File: config.mk
export PLATFORM = sky130hd
export DESIGN_NAME = pong_motion_ctrl
export DESIGN_NICKNAME = d
export VERILOG_FILES = /design/src/rtl/pong_motion_ctrl.sv
export SDC_FILE = /design/constraint.sdc
export NUM_CORES = 1
export LEC_CHECK = 0
export CAP_MARGIN = 20
export CORE_ASPECT_RATIO = 1.1
export CORE_MARGIN = 5
export CORE_UTILIZATION = 50
export CTS_CLUSTER_SIZE = 14
export DETAILED_ROUTE_END_ITERATION = 8
export HOLD_SLACK_MARGIN = 0.02
export PLACE_DENSITY = 0.82
export SETUP_SLACK_MARGIN = 0.5
export SLEW_MARGIN = 20
export SYNTH_ARGS = -nofsm -noshare
export SYNTH_HDL_FRONTEND = slang
export SYNTH_SLANG_ARGS = --single-unit
export TNS_END_PERCENT = 50
File: constraint.sdc
create_clock -name clk -period 4.2 [get_ports clk]
set_input_delay 0.42 -clock clk [delete_from_list [all_inputs] [get_ports clk]]
set_output_delay 0.42 -clock clk [all_outputs]
set_load 0.02 [all_outputs]
File: src/rtl/pong_motion_ctrl.sv
`timescale 1ns/1ps
// Pong playfield sequencer: paddle/ball motion and the IDLE/PLAY/MISS game
// FSM, all updated once per frame on the registered frame tick.
module pong_motion_ctrl #(
    parameter int MAX_Y       = 480,
    parameter int WALL_X_R    = 35,
    parameter int BAR_X_L     = 600,
    parameter int BAR_X_R     = 603,
    parameter int BAR_H       = 72,
    parameter int BAR_V       = 4,
    parameter int BALL_SIZE   = 8,
    parameter int BALL_V      = 2,
    parameter int BALL_X0     = 580,
    parameter int BALL_Y0     = 238,
    parameter int BAR_Y0      = 204,
    parameter int MISS_FRAMES = 60
) (
    input  logic       clk,
    input  logic       reset,
    input  logic [9:0] pixel_x,
    input  logic [9:0] pixel_y,
    input  logic       btn_up,
    input  logic       btn_down,
    output logic [9:0] bar_y_t,
    output logic [9:0] ball_x_l,
    output logic [9:0] ball_y_t,
    output logic       ball_visible,
    output logic       frame_tick,
    output logic       hit,
    output logic       miss
);

    localparam int CW = $clog2(MISS_FRAMES);

    localparam logic [10:0] TOP_LIM  = 11'(BALL_V);
    localparam logic [10:0] BOT_LIM  = 11'(MAX_Y - BALL_V);
    localparam logic [10:0] WALL_LIM = 11'(WALL_X_R + BALL_V);
    localparam logic [10:0] PAD_LO   = 11'(BAR_X_L - BALL_V);
    localparam logic [10:0] PAD_HI   = 11'(BAR_X_R);
    localparam logic [10:0] BAR_MAX  = 11'(MAX_Y - BAR_H);

    localparam logic [9:0] TICK_Y  = 10'(MAX_Y + 1);
    localparam logic [9:0] STEP_B  = 10'(BAR_V);
    localparam logic [9:0] STEP_V  = 10'(BALL_V);
    localparam logic [9:0] X0      = 10'(BALL_X0);
    localparam logic [9:0] Y0      = 10'(BALL_Y0);
    localparam logic [9:0] BAR0    = 10'(BAR_Y0);
    localparam logic [9:0] BAR_TOP = 10'(MAX_Y - BAR_H);

    typedef enum logic [1:0] {
        IDLE,
        PLAY,
        MISS
    } state_t;

    state_t state_q, state_d;

    logic          dir_x_q, dir_x_d;
    logic          dir_y_q, dir_y_d;
    logic [CW-1:0] cnt_q, cnt_d;
    logic [9:0]    bar_d, bx_d, by_d;
    logic          vis_d, hit_d, miss_d, tick_d;

    logic [10:0] bar_w, bx_w, by_w, ball_r, ball_b;
    logic        at_top, at_bot, at_wall, at_pad, past_bar;

    assign bar_w  = {1'b0, bar_y_t};
    assign bx_w   = {1'b0, ball_x_l};
    assign by_w   = {1'b0, ball_y_t};
    assign ball_r = bx_w + 11'(BALL_SIZE - 1);
    assign ball_b = by_w + 11'(BALL_SIZE - 1);

    assign at_top   = by_w <= TOP_LIM;
    assign at_bot   = by_w + 11'(BALL_SIZE) >= BOT_LIM;
    assign at_wall  = bx_w <= WALL_LIM;
    assign past_bar = bx_w > PAD_HI;
    // collision uses the paddle position from before this frame's move
    assign at_pad   = dir_x_q
                   && ball_r >= PAD_LO && ball_r <= PAD_HI
                   && ball_b >= bar_w
                   && by_w <= bar_w + 11'(BAR_H - 1);

    always_comb begin
        state_d = state_q;
        dir_x_d = dir_x_q;
        dir_y_d = dir_y_q;
        cnt_d   = cnt_q;
        bar_d   = bar_y_t;
        bx_d    = ball_x_l;
        by_d    = ball_y_t;
        vis_d   = ball_visible;
        hit_d   = 1'b0;
        miss_d  = 1'b0;
        tick_d  = (pixel_x == 10'd0) && (pixel_y == TICK_Y);

        if (frame_tick) begin
            if (btn_up && !btn_down) begin
                bar_d = (bar_w < 11'(BAR_V)) ? 10'd0 : bar_y_t - STEP_B;
            end else if (btn_down && !btn_up) begin
                bar_d = (bar_w + 11'(BAR_V) > BAR_MAX) ? BAR_TOP
                                                        : bar_y_t + STEP_B;
            end

            unique case (state_q)
                IDLE: begin
                    bx_d  = X0;
                    by_d  = Y0;
                    vis_d = 1'b1;
                    if (btn_up || btn_down) begin
                        state_d = PLAY;
                        dir_x_d = 1'b0;
                        dir_y_d = 1'b1;
                    end
                end
                PLAY: begin
                    if (at_top) begin
                        dir_y_d = 1'b1;
                    end else if (at_bot) begin
                        dir_y_d = 1'b0;
                    end
                    if (past_bar) begin
                        state_d = MISS;
                        miss_d  = 1'b1;
                        vis_d   = 1'b0;
                        cnt_d   = '0;
                    end else begin
                        if (at_wall) begin
                            dir_x_d = 1'b1;
                        end else if (at_pad) begin
                            dir_x_d = 1'b0;
                            hit_d   = 1'b1;
                        end
                        bx_d = dir_x_d ? ball_x_l + STEP_V : ball_x_l - STEP_V;
                        by_d = dir_y_d ? ball_y_t + STEP_V : ball_y_t - STEP_V;
                    end
                end
                MISS: begin
                    if (cnt_q == CW'(MISS_FRAMES - 1)) begin
                        state_d = IDLE;
                        bx_d    = X0;
                        by_d    = Y0;
                        vis_d   = 1'b1;
                        dir_x_d = 1'b0;
                        dir_y_d = 1'b1;
                    end else begin
                        cnt_d = cnt_q + CW'(1);
                    end
                end
                default: state_d = IDLE;
            endcase
        end
    end

    always_ff @(posedge clk) begin
        if (reset) begin
            state_q      <= IDLE;
            dir_x_q      <= 1'b0;
            dir_y_q      <= 1'b1;
            cnt_q        <= '0;
            bar_y_t      <= BAR0;
            ball_x_l     <= X0;
            ball_y_t     <= Y0;
            ball_visible <= 1'b1;
            frame_tick   <= 1'b0;
            hit          <= 1'b0;
            miss         <= 1'b0;
        end else begin
            state_q      <= state_d;
            dir_x_q      <= dir_x_d;
            dir_y_q      <= dir_y_d;
            cnt_q        <= cnt_d;
            bar_y_t      <= bar_d;
            ball_x_l     <= bx_d;
            ball_y_t     <= by_d;
            ball_visible <= vis_d;
            frame_tick   <= tick_d;
            hit          <= hit_d;
            miss         <= miss_d;
        end
    end

endmodule

**Word-level counts from Yosys, hierarchy flattened**

Cells that the tools add are included.

- Flip-flop bits (word level): 44
- Input port bits: 24
- Output and inout port bits: 34
- Word-level logic and storage cells: 107

- Reduce and logical (&&, ||, !) cells: 24
- Bitwise operators: 2
- Eq/ne operators: 9
- Magnitude comparators: 10
- Muxes and demuxes: 39
- $add $sub $neg: 12

Operator list:

| kind | number |
|---|---|
| $mux 10 | 10 |
| $pmux 10 s3 | 2 |
| $add 10x3->11 const B | 3 |
| $add 10x2->10 const B | 2 |
| $reduce_and 4->1 | 5 |
| $sub 10x2->10 const B | 2 |
| $mux 1 | 17 |
| $mux 6 | 2 |
| $pmux 6 s2 | 1 |
| $add 10x4->11 const B | 1 |
| $add 10x7->11 const B | 1 |
| $ge 11x10->1 | 1 |
| $ge 11x10->1 const B | 1 |
| $ge 11x9->1 const B | 1 |
| $gt 11x9->1 const B | 1 |
| $le 10x11->1 | 1 |
| $le 11x10->1 const B | 1 |
| $add 10x3->10 const B | 1 |
| $eq 10x9->1 const B | 1 |
| $gt 10x10->1 const B | 1 |
| $le 10x2->1 const B | 1 |
| $le 10x6->1 const B | 1 |
| $logic_not 10->1 | 1 |
| $lt 10x3->1 const B | 1 |
| 20 further kinds | 37 |

**Logic depth before layout (Yosys ltp)**

- Word-level depth: 14
- Gate-level depth with buffers: 22
- Gate-level depth less buffers: 22

**Worst setup path after synthesis**

OpenSTA, ideal clock, no wires.

- Path kind: flip-flop to flip-flop
- Start: register bar_y_t[2]
- End: register ball_x_l[9]
- Slack: -0.292 ns
- Path buffers: 1
- Period minus slack after synthesis: 4.492 ns
- Cell stages (with the launch flop): 20
- Arrival time: 4.376 ns
- Cells stage by stage: dfxtp_1 -> ha_1 -> and3_1 -> clkbuf_1 -> xnor2_1 -> ha_1 -> or3_1 -> a221oi_1 -> o21ai_0 -> a31oi_1 -> a31oi_1 -> nor2_1 -> ha_1 -> nor2b_1 -> o21ai_0 -> a21oi_1 -> o41ai_1 -> a31oi_1 -> nand4b_1 -> nand2_1

- Cells in the longest elaborated chain, start to end: 11
- Elaborated cells between the ends (all ways): 13
- Classes of those cells: 1 x add/sub; 2 x order compare; 8 x mux; 2 x reduce/logical

RTL lines:

| item | RTL line | text |
|---|---|---|
| start: declaration | 24 | `output logic [9:0] bar_y_t,` |
| start signal: assignment | 172 | `bar_y_t <= bar_d;` |
| $add 10x7->11 / $ge 11x10->1 (equally long branches) | 81, 80 |  |
| $le 10x11->1 / $logic_and 1x1->1 (equally long branches) | 81, 80 |  |
| $logic_and 1x1->1 * | 81 | `&& by_w <= bar_w + 11'(BAR_H - 1);` |
| $mux 1 * | 129 | `end else if (at_pad) begin` |
| $mux 1 * | 127 | `if (at_wall) begin` |
| $mux 1 * | 121 | `if (past_bar) begin` |
| $mux 1 * | 104 | `unique case (state_q)` |
| $mux 1 * | 96 | `if (frame_tick) begin` |
| $mux 10 * | 133 | `bx_d = dir_x_d ? ball_x_l + STEP_V : ball_x_l - STEP_V;` |
| $mux 10 * | 121 |  |
| $pmux 10 s3 * | 104 |  |
| end signal: assignment | 161 | `ball_x_l <= X0;` |
| end signal: assignment | 173 | `ball_x_l <= bx_d;` |
| end: declaration | 25 | `output logic [9:0] ball_x_l,` |

Mark *: on every way between the ends. The rest lies on a longest branch, timed or not. The select of a mux whose other input is x is not followed.
A chain may end at the register's enable or synchronous reset.

**Worst setup path in the final report**

- Start: register ball_y_t[4]
- End: register ball_x_l[9]

- Cells in the longest elaborated chain, start to end: 12
- Elaborated cells between the ends (all ways): 13
- Classes of those cells: 1 x add/sub; 2 x order compare; 8 x mux; 2 x reduce/logical

RTL lines:

| item | RTL line | text |
|---|---|---|
| start: declaration | 26 | `output logic [9:0] ball_y_t,` |
| start signal: assignment | 174 | `ball_y_t <= by_d;` |
| $add 10x3->11 | 71 | `assign ball_b = by_w + 11'(BALL_SIZE - 1);` |
| $ge 11x10->1 | 80 | `&& ball_b >= bar_w` |
| $logic_and 1x1->1 | 80 |  |
| $logic_and 1x1->1 * | 81 |  |
| $mux 1 * | 129 |  |
| $mux 1 * | 127 |  |
| $mux 1 * | 121 |  |
| $mux 1 * | 104 |  |
| $mux 1 * | 96 |  |
| $mux 10 * | 133 |  |
| $mux 10 * | 121 |  |
| $pmux 10 s3 * | 104 |  |

Marked as above.

==> results.py <==
metrics = {
    "outcome": {
        "status": "finished clean",
    },
    "timing": {
        "rsz0062_at_grt": "true",
        "final-setup-viol-count": 0,
        "worst_slew_pin_slew_ns": 0.621,
        "max_freq_mhz": 249,
        "holdWs_ns": 0.456,
        "fin_worst_skew_ns": 0.00931,
        "layout_min_cycle_time_ns": 4.02,
        "post-route-period-util_pct": 95.6,
        "drv_slew": 0,
        "hold_violations": 0,
        "slew_headroom_pct": 58.5,
        "setup_tns_ns": 0,
    },
    "clock_tree": {
        "cts_made_buffers": 5,
        "cts_buffer_depth": 2,
        "htree_levels": 2,
        "cts.clk_slew.worst_paths_ns": 0.08,
        "cts_tree": "done",
        "worstSkewPairLatency_ns": 0.30,
        "cts-root-buf": "clkbuf_8",
        "clock-sinks": 40,
    },
    "yosys": {
        "synth_edf_count": 0,
        "syn-cell-area_um2": 3810,
        "synth_cells": 496,
        "ys_seq_area_share_pct": 21.0,
        "yosysTopAreaCell": "dfxtp_1",
        "ys_ff_latch": 40,
        "synthTopCellsByCount": "41 x ha_1, 41 x nand2_1, 41 x nor2_1",
        "synth-warning-count": 0,
        "synth.top_cells.by_area": "dfxtp_1 21%, ha_1 13%, xnor2_1 6.2%",
        "synthArstFlopShare_pct": 0,
        "avgSynthCellArea_um2": 7.68,
        "ys_types": 71,
        "synth_top_flop_cell": "dfxtp_1",
        "synth_top_area_share_pct": 21.0,
    },
    "global_routing": {
        "antenna_found_initial": 0,
        "grt_pass1_wl_mm": 18.7,
        "grt_usage_pct": 24.3,
        "grt_max_degree": 19,
        "grt_pass1_vias": 4001,
        "grt-ovfl-total": 0,
    },
    "final_layout": {
        "drive_gt1_share_pct": 20.7,
        "fin_nets": 635,
        "areaGrowthSynthToFinish_pct": 32.9,
        "design_area_um2": 5060,
        "antenna_cells": 0,
    },
    "worst_setup_path": {
        "cp-start-kind": "flip-flop",
        "critPathMaxFanout": 6,
        "rr_startpoint": "ball_y_t[4]$_SDFFE_PP0P_",
        "arrival_ns": 4.21,
        "crit_start": "ball_y_t[4]$_SDFFE_PP0P_",
        "worstSetupPathType": "reg2reg",
        "critPathRequiredTime_ns": 4.40,
        "endpoint_kind": "flip-flop",
    },
    "routing": {
        "drt_iter0_drc": 232,
        "vias": 4108,
        "drc_errors": 0,
        "dr.pass1.iters": 5,
        "drt-met1-wl_mm": 4.58,
        "vias_per_cell": 6.25,
        "ant_nets": 0,
        "avgRoutedWirePerCell_um": 18.1,
        "top_layer_used": "met4",
        "dr_wl_met2_mm": 5.99,
        "routed-wl-met3_um": 911,
        "wl_mm": 11.9,
    },
    "power": {
        "leakage_nw": 2.03,
        "max-vdd-ir-drop_uv": 192,
        "powerDensity_nw_per_um2": 147,
    },
    "hold_path": {
        "hold_path_class": "reg2reg",
        "hp-start": "ball_visible$_SDFFE_PP1P_",
    },
    "placed_design": {
        "dp.final_hpwl_mm": 8.13,
        "io_buffers": 53,
        "routabilityCongestion": 0.966,
        "place_area_um2": 4530,
    },
    "floorplanning": {
        "core_area_um2": 7430,
        "start_util_pct": 51.3,
        "io_pins": 58,
        "die_area_um2": 9470,
        "die_w_um": 93.2,
        "rows": 33,
        "chipHeight_um": 102,
    },
    "job": {
        "cap_viol_max_count": 0,
    },
}
-- cells in the final DEF, fill, tap and decap left out, types with 5 or more instances in the layout --
cell type,instances
xnor2_1,26
buf_4,44
nor4_1,5
clkbuf_8,5
a21oi_2,5
clkdlybuf4s50_1,53
o21ai_0,18
nand2_1,39
ha_4,5
nand4_1,9
inv_1,23
nand2b_1,5
mux2i_1,9
nand3_1,18
a21oi_1,28
nor2b_1,9
nor2_1,35
or3_1,5
nand3b_1,7
ha_1,33
dfxtp_1,25
xor2_1,13
nor3_1,18
dfxtp_4,8
dfxtp_2,7
-- routing by layer --
metal,vias to the layer above,track usage [%]
met5,-,0
met4,0,10.9
met3,43,4.38
met2,228,43.4
met1,1923,28.3
li1,1914,-
-- stage by stage --
step	std cells	utilization, %	power, W	setup slack, ns
floorplan	499	-	0.000403	0.392
global placement	620	60.9	0.000426	0.0894
detailed placement	620	60.9	0.000427	-0.180
CTS	650	66.4	0.000746	0.348
global route	657	68.1	0.000763	-0.0354
finish	657	68.1	0.000742	0.184
-- sequential cells by signal (all words and copies together), names as in the netlist --
register and flops:
frame_tick 1, ball_visible 1, hit 1, dir_x_q 1
dir_y_q 1, bar_y_t 8, state_q 2, cnt_q 6
ball_x_l 9, ball_y_t 9, miss 1
-- cell families after synthesis --
family          after synthesis  share of synthesized area, %
simple gates                190                          26.4
compound gates              112                          19.4
buf+inv                      60                          6.96
fa+ha+maj                    43                          14.3
mux                          10                          2.66
other cells                   1                        0.0984
xor+xnor                     40                          9.20
flops                        40                          21.0
-- worst max-delay path, cell delays in order, from the launching register on --
cell and delay, ns:
dfxtp_4 0.39, ha_4 0.14, and3_4 0.22, nand2_4 0.06, nor2_4 0.08, xnor2_1 0.12, ha_1 0.29, a21oi_2 0.15
o21ai_1 0.10, a311oi_2 0.34, a31oi_4 0.09, a31oi_4 0.27, nor2_4 0.09, buf_12 0.14, ha_1 0.33, o21ai_2 0.19
a21oi_2 0.08, o41ai_4 0.34, buf_4 0.17, a31oi_1 0.11, nand4_1 0.14, nand2_1 0.06
-- cell type report --
type / instances / area, um2
clock buffer: 6 / 72.6
clock inverter: 2 / 35.0
fill: 584 / 2370
inverter: 25 / 95.1
multi-input combinational: 399 / 3030
sequential: 40 / 840
tap: 87 / 109
timing repair buffer: 98 / 881
-- power by group --
group          internal, W  leakage [nW]  total (W)   switching (W)
Sequential        0.000374         0.322   0.000374  0.000000000267
Combinational    0.0000236          1.65  0.0000436       0.0000200
Clock             0.000177        0.0552   0.000325        0.000148
-- what timing repair did --
action / 4_1_cts / 5_1_grt
gates cloned: 0 / 0
pin swaps: 24 / 24
buffers inserted: 22 / 7
endpoints found under the setup margin: 7 / 6
hold buffers: 0 / 0
resized for setup: 30 / 20
-- worst paths after layout --
path	to	slack, ns	depth (start not counted)
max reg2reg	ball_x_l[9]$_SDFFE_PP1P_	0.18	21
max	ball_x_l[9]$_SDFFE_PP1P_	0.18	21
min reg2reg	ball_visible$_SDFFE_PP1P_	0.46	2
min	ball_visible$_SDFFE_PP1P_	0.46	2
Note: power is estimated with default switching activity, not from simulation.
==> edit, RTL diff (same settings) <==
Set the parameter `MISS_FRAMES` to 120 (it was 60).
--- a/src/rtl/pong_motion_ctrl.sv
+++ b/src/rtl/pong_motion_ctrl.sv
@@ -15,3 +15,3 @@
     parameter int BAR_Y0      = 204,
-    parameter int MISS_FRAMES = 60
+    parameter int MISS_FRAMES = 120
 ) (
Function: same outputs for any inputs over 10 cycles, from zero or initial values and one cycle with reset high; that may be too few to reach the edited logic, so the function may still have changed.
==> edit against the unedited design <==
Synthesized cell count decreased by 0.40%. Worst setup slack improved by 0.22 ns. Clock power up 4%. Critical endpoint unchanged. Power grew 4.3%. Wire length is 5.4% lower. Global-route usage decreased by 1.8 points. Final cell count is 0.91% higher. Sequential share of layout area grew 0.70 points. Sequential cell count rose by 1. Synthesized area increased by 1.9%. Via count shrank 3.2%. Final area decreased by 2.0%.
==> edit: results (changes against the unedited design) <==
RUN STATUS
-------------------------------------------------------------------------------------------------
Result of the run                                                                       completed

PLACEMENT
-------------------------------------------------------------------------------------------------
Half-perimeter wire length after detailed placement                                       7900 µm   -2.9%
Routability congestion estimate                                                             0.989   +2.5%

LOGIC SYNTHESIS
-------------------------------------------------------------------------------------------------
Share of synthesized area occupied by flip-flops and latches                                21.1%   +0.13 points
Number of distinct library cell variants in the gate-level netlist after synthesis             72   +1.4%
Largest cells by area after synthesis                                                sky130_fd_sc_hd__dfxtp_1 21%, sky130_fd_sc_hd__ha_1 13%, sky130_fd_sc_hd__xnor2_1 5.4%, sky130_fd_sc_hd__mux2i_1 4.6%, sky130_fd_sc_hd__nor2_1 4.3%
Most instantiated cells after synthesis                                              44 x sky130_fd_sc_hd__nor2_1, 41 x sky130_fd_sc_hd__dfxtp_1, 41 x sky130_fd_sc_hd__ha_1
Fraction of registers with async set/reset                                                     0%   unchanged
Yosys warning total                                                                             0   unchanged

CTS
-------------------------------------------------------------------------------------------------
Clock latency reported for the late side of the worst-skew pair                           0.31 ns
CTS root buf                                                                         sky130_fd_sc_hd__clkbuf_8
Cts bufs inserted                                                                               5   unchanged
Buffer levels on the longest clock path                                                         2   unchanged

LAYOUT
-------------------------------------------------------------------------------------------------
Net count, final                                                                              623   -1.9%
Share of final-layout standard cells stronger than drive strength 1                         16.1%   -4.6 points
Antenna cells                                                                                   0   unchanged
Filler cell count                                                                             640   +9.6%
Largest registers                                                                    ball_x_l (9), ball_y_t (9), bar_y_t (8)

CRITICAL PATH
-------------------------------------------------------------------------------------------------
Length in cells of the worst reg-to-reg path                                                   19   -9.5%
Setup slack of the most critical reg-to-reg path                                          0.41 ns   +0.22 ns
Crit-path max cell delay                                                                  0.39 ns   about the same
Worst EP arrival                                                                          4.00 ns   -0.21 ns
Worst flop-to-flop path endpoint                                                     ball_x_l[9]$_SDFFE_PP1P_
Startpoint of the lowest-slack register-to-register path                             ball_y_t[4]$_SDFFE_PP0P_

ROUTING
-------------------------------------------------------------------------------------------------
Detailed router's first-iteration violation count                                             240   +3.4%
Pre-antenna DRT Iters                                                                           4   -1
Total detailed-routing wirelength                                                       11,300 µm   -5.4%
Overall via count from detail_route                                                         3,976   -3.2%

STA
-------------------------------------------------------------------------------------------------
Transition time at the pin with the least slew margin                                     1.05 ns   +0.425 ns
Final clock skew                                                                       0.00563 ns   -0.00368 ns
Tightest hold margin                                                                     0.501 ns   +0.0448 ns

GLOBAL ROUTING
-------------------------------------------------------------------------------------------------
Largest net degree at the start of global routing                                              32   +13
Global-route usage over all layers                                                          22.6%   -1.8 points
Via count of the first global-routing pass                                                  3,764   -5.9%
Wire length of the first global-routing pass                                            17,600 µm   -5.9%

POWER AND IR DROP
-------------------------------------------------------------------------------------------------
Peak supply drop                                                                         0.134 mV   -30%
Standby leakage power                                                                     1.88 nW   -7.5%
Switching part of the total power                                                           24.0%   +1.3 points

WORST HOLD PATH
-------------------------------------------------------------------------------------------------
Classification of the worst-slack hold path                                          register to register

edit: cell type report:
| class | instances | area (µm²) | area share [%] |
|---|---|---|---|
| Multi-Input combinational cell | 401 | 2990 | 60.2 |
| Sequential cell | 41 | 857 | 17.3 |
| Timing Repair Buffer | 84 | 779 | 15.7 |
| Tap cell | 105 | 131 | 2.65 |
| Inverter | 24 | 92.6 | 1.87 |
| Clock buffer | 5 | 68.8 | 1.39 |
| Clock inverter | 3 | 45.0 | 0.908 |
edit: layer usage:
layer	part of all wire (%)	track usage, %
met5	0	0
met4	2.5	9.11
met3	5.7	3.17
met2	50	39.7
met1	42	27.6
edit: logic make-up after synthesis:
logic type,synth area share [%]
AND/OR/NAND/NOR,25.5
AO/OA/AOI/OAI,20.7
buffers and inverters,6.74
adder cells (fa/ha/maj),13.7
flip-flops,21.1
XOR/XNOR,7.45
multiplexers,4.64
other,0.0966
edit: how the worst max path moves through the flow:
| stage | slack (ns) | cells past startpoint | startpoint | endpoint |
|---|---|---|---|---|
| final | 0.41 | 19 | ball_y_t[4]$_SDFFE_PP0P_ | ball_x_l[9]$_SDFFE_PP1P_ |
| after global routing | 0.21 | 19 | ball_y_t[4]$_SDFFE_PP0P_ | ball_x_l[9]$_SDFFE_PP1P_ |
| after CTS | 0.44 | 19 | bar_y_t[2]$_SDFFE_PP1P_ | ball_x_l[9]$_SDFFE_PP1P_ |
| after detailed placement | 0.21 | 19 | ball_y_t[1]$_SDFFE_PP1P_ | ball_x_l[9]$_SDFFE_PP1P_ |
| after global placement | 0.31 | 19 | ball_y_t[1]$_SDFFE_PP1P_ | ball_x_l[9]$_SDFFE_PP1P_ |
| after floorplan | 0.49 | 20 | ball_y_t[3]$_SDFFE_PP1P_ | ball_x_l[9]$_SDFFE_PP1P_ |
edit: power by group through the flow:
stage	combinational, mW	clock, mW	sequential, mW
after floorplan	0.0257	0	0.395
after global placement	0.0501	0	0.395
after detailed placement	0.0517	0	0.395
after CTS	0.0520	0.346	0.383
after global routing	0.0556	0.359	0.383
final	0.0524	0.339	0.383
edit: repair_timing:
action / in CTS / in global routing
resized for setup: 20 / 16
pin swaps: 9 / 18
buffers inserted: 16 / 6
endpoints found under the setup margin: 4 / 4
edit: per-stage QoR:
| step | util [%] | std cells | setup slack, ns | instance area [µm²] |
|---|---|---|---|---|
| after floorplan | - | 497 | 0.490 | 3950 |
| after global placement | 59.9 | 633 | 0.308 | 4500 |
| after detailed placement | 59.9 | 633 | 0.211 | 4500 |
| after CTS | 64.3 | 657 | 0.443 | 4830 |
| after global routing | 66.0 | 663 | 0.213 | 4960 |
| final | 66.0 | 663 | 0.408 | 4960 |
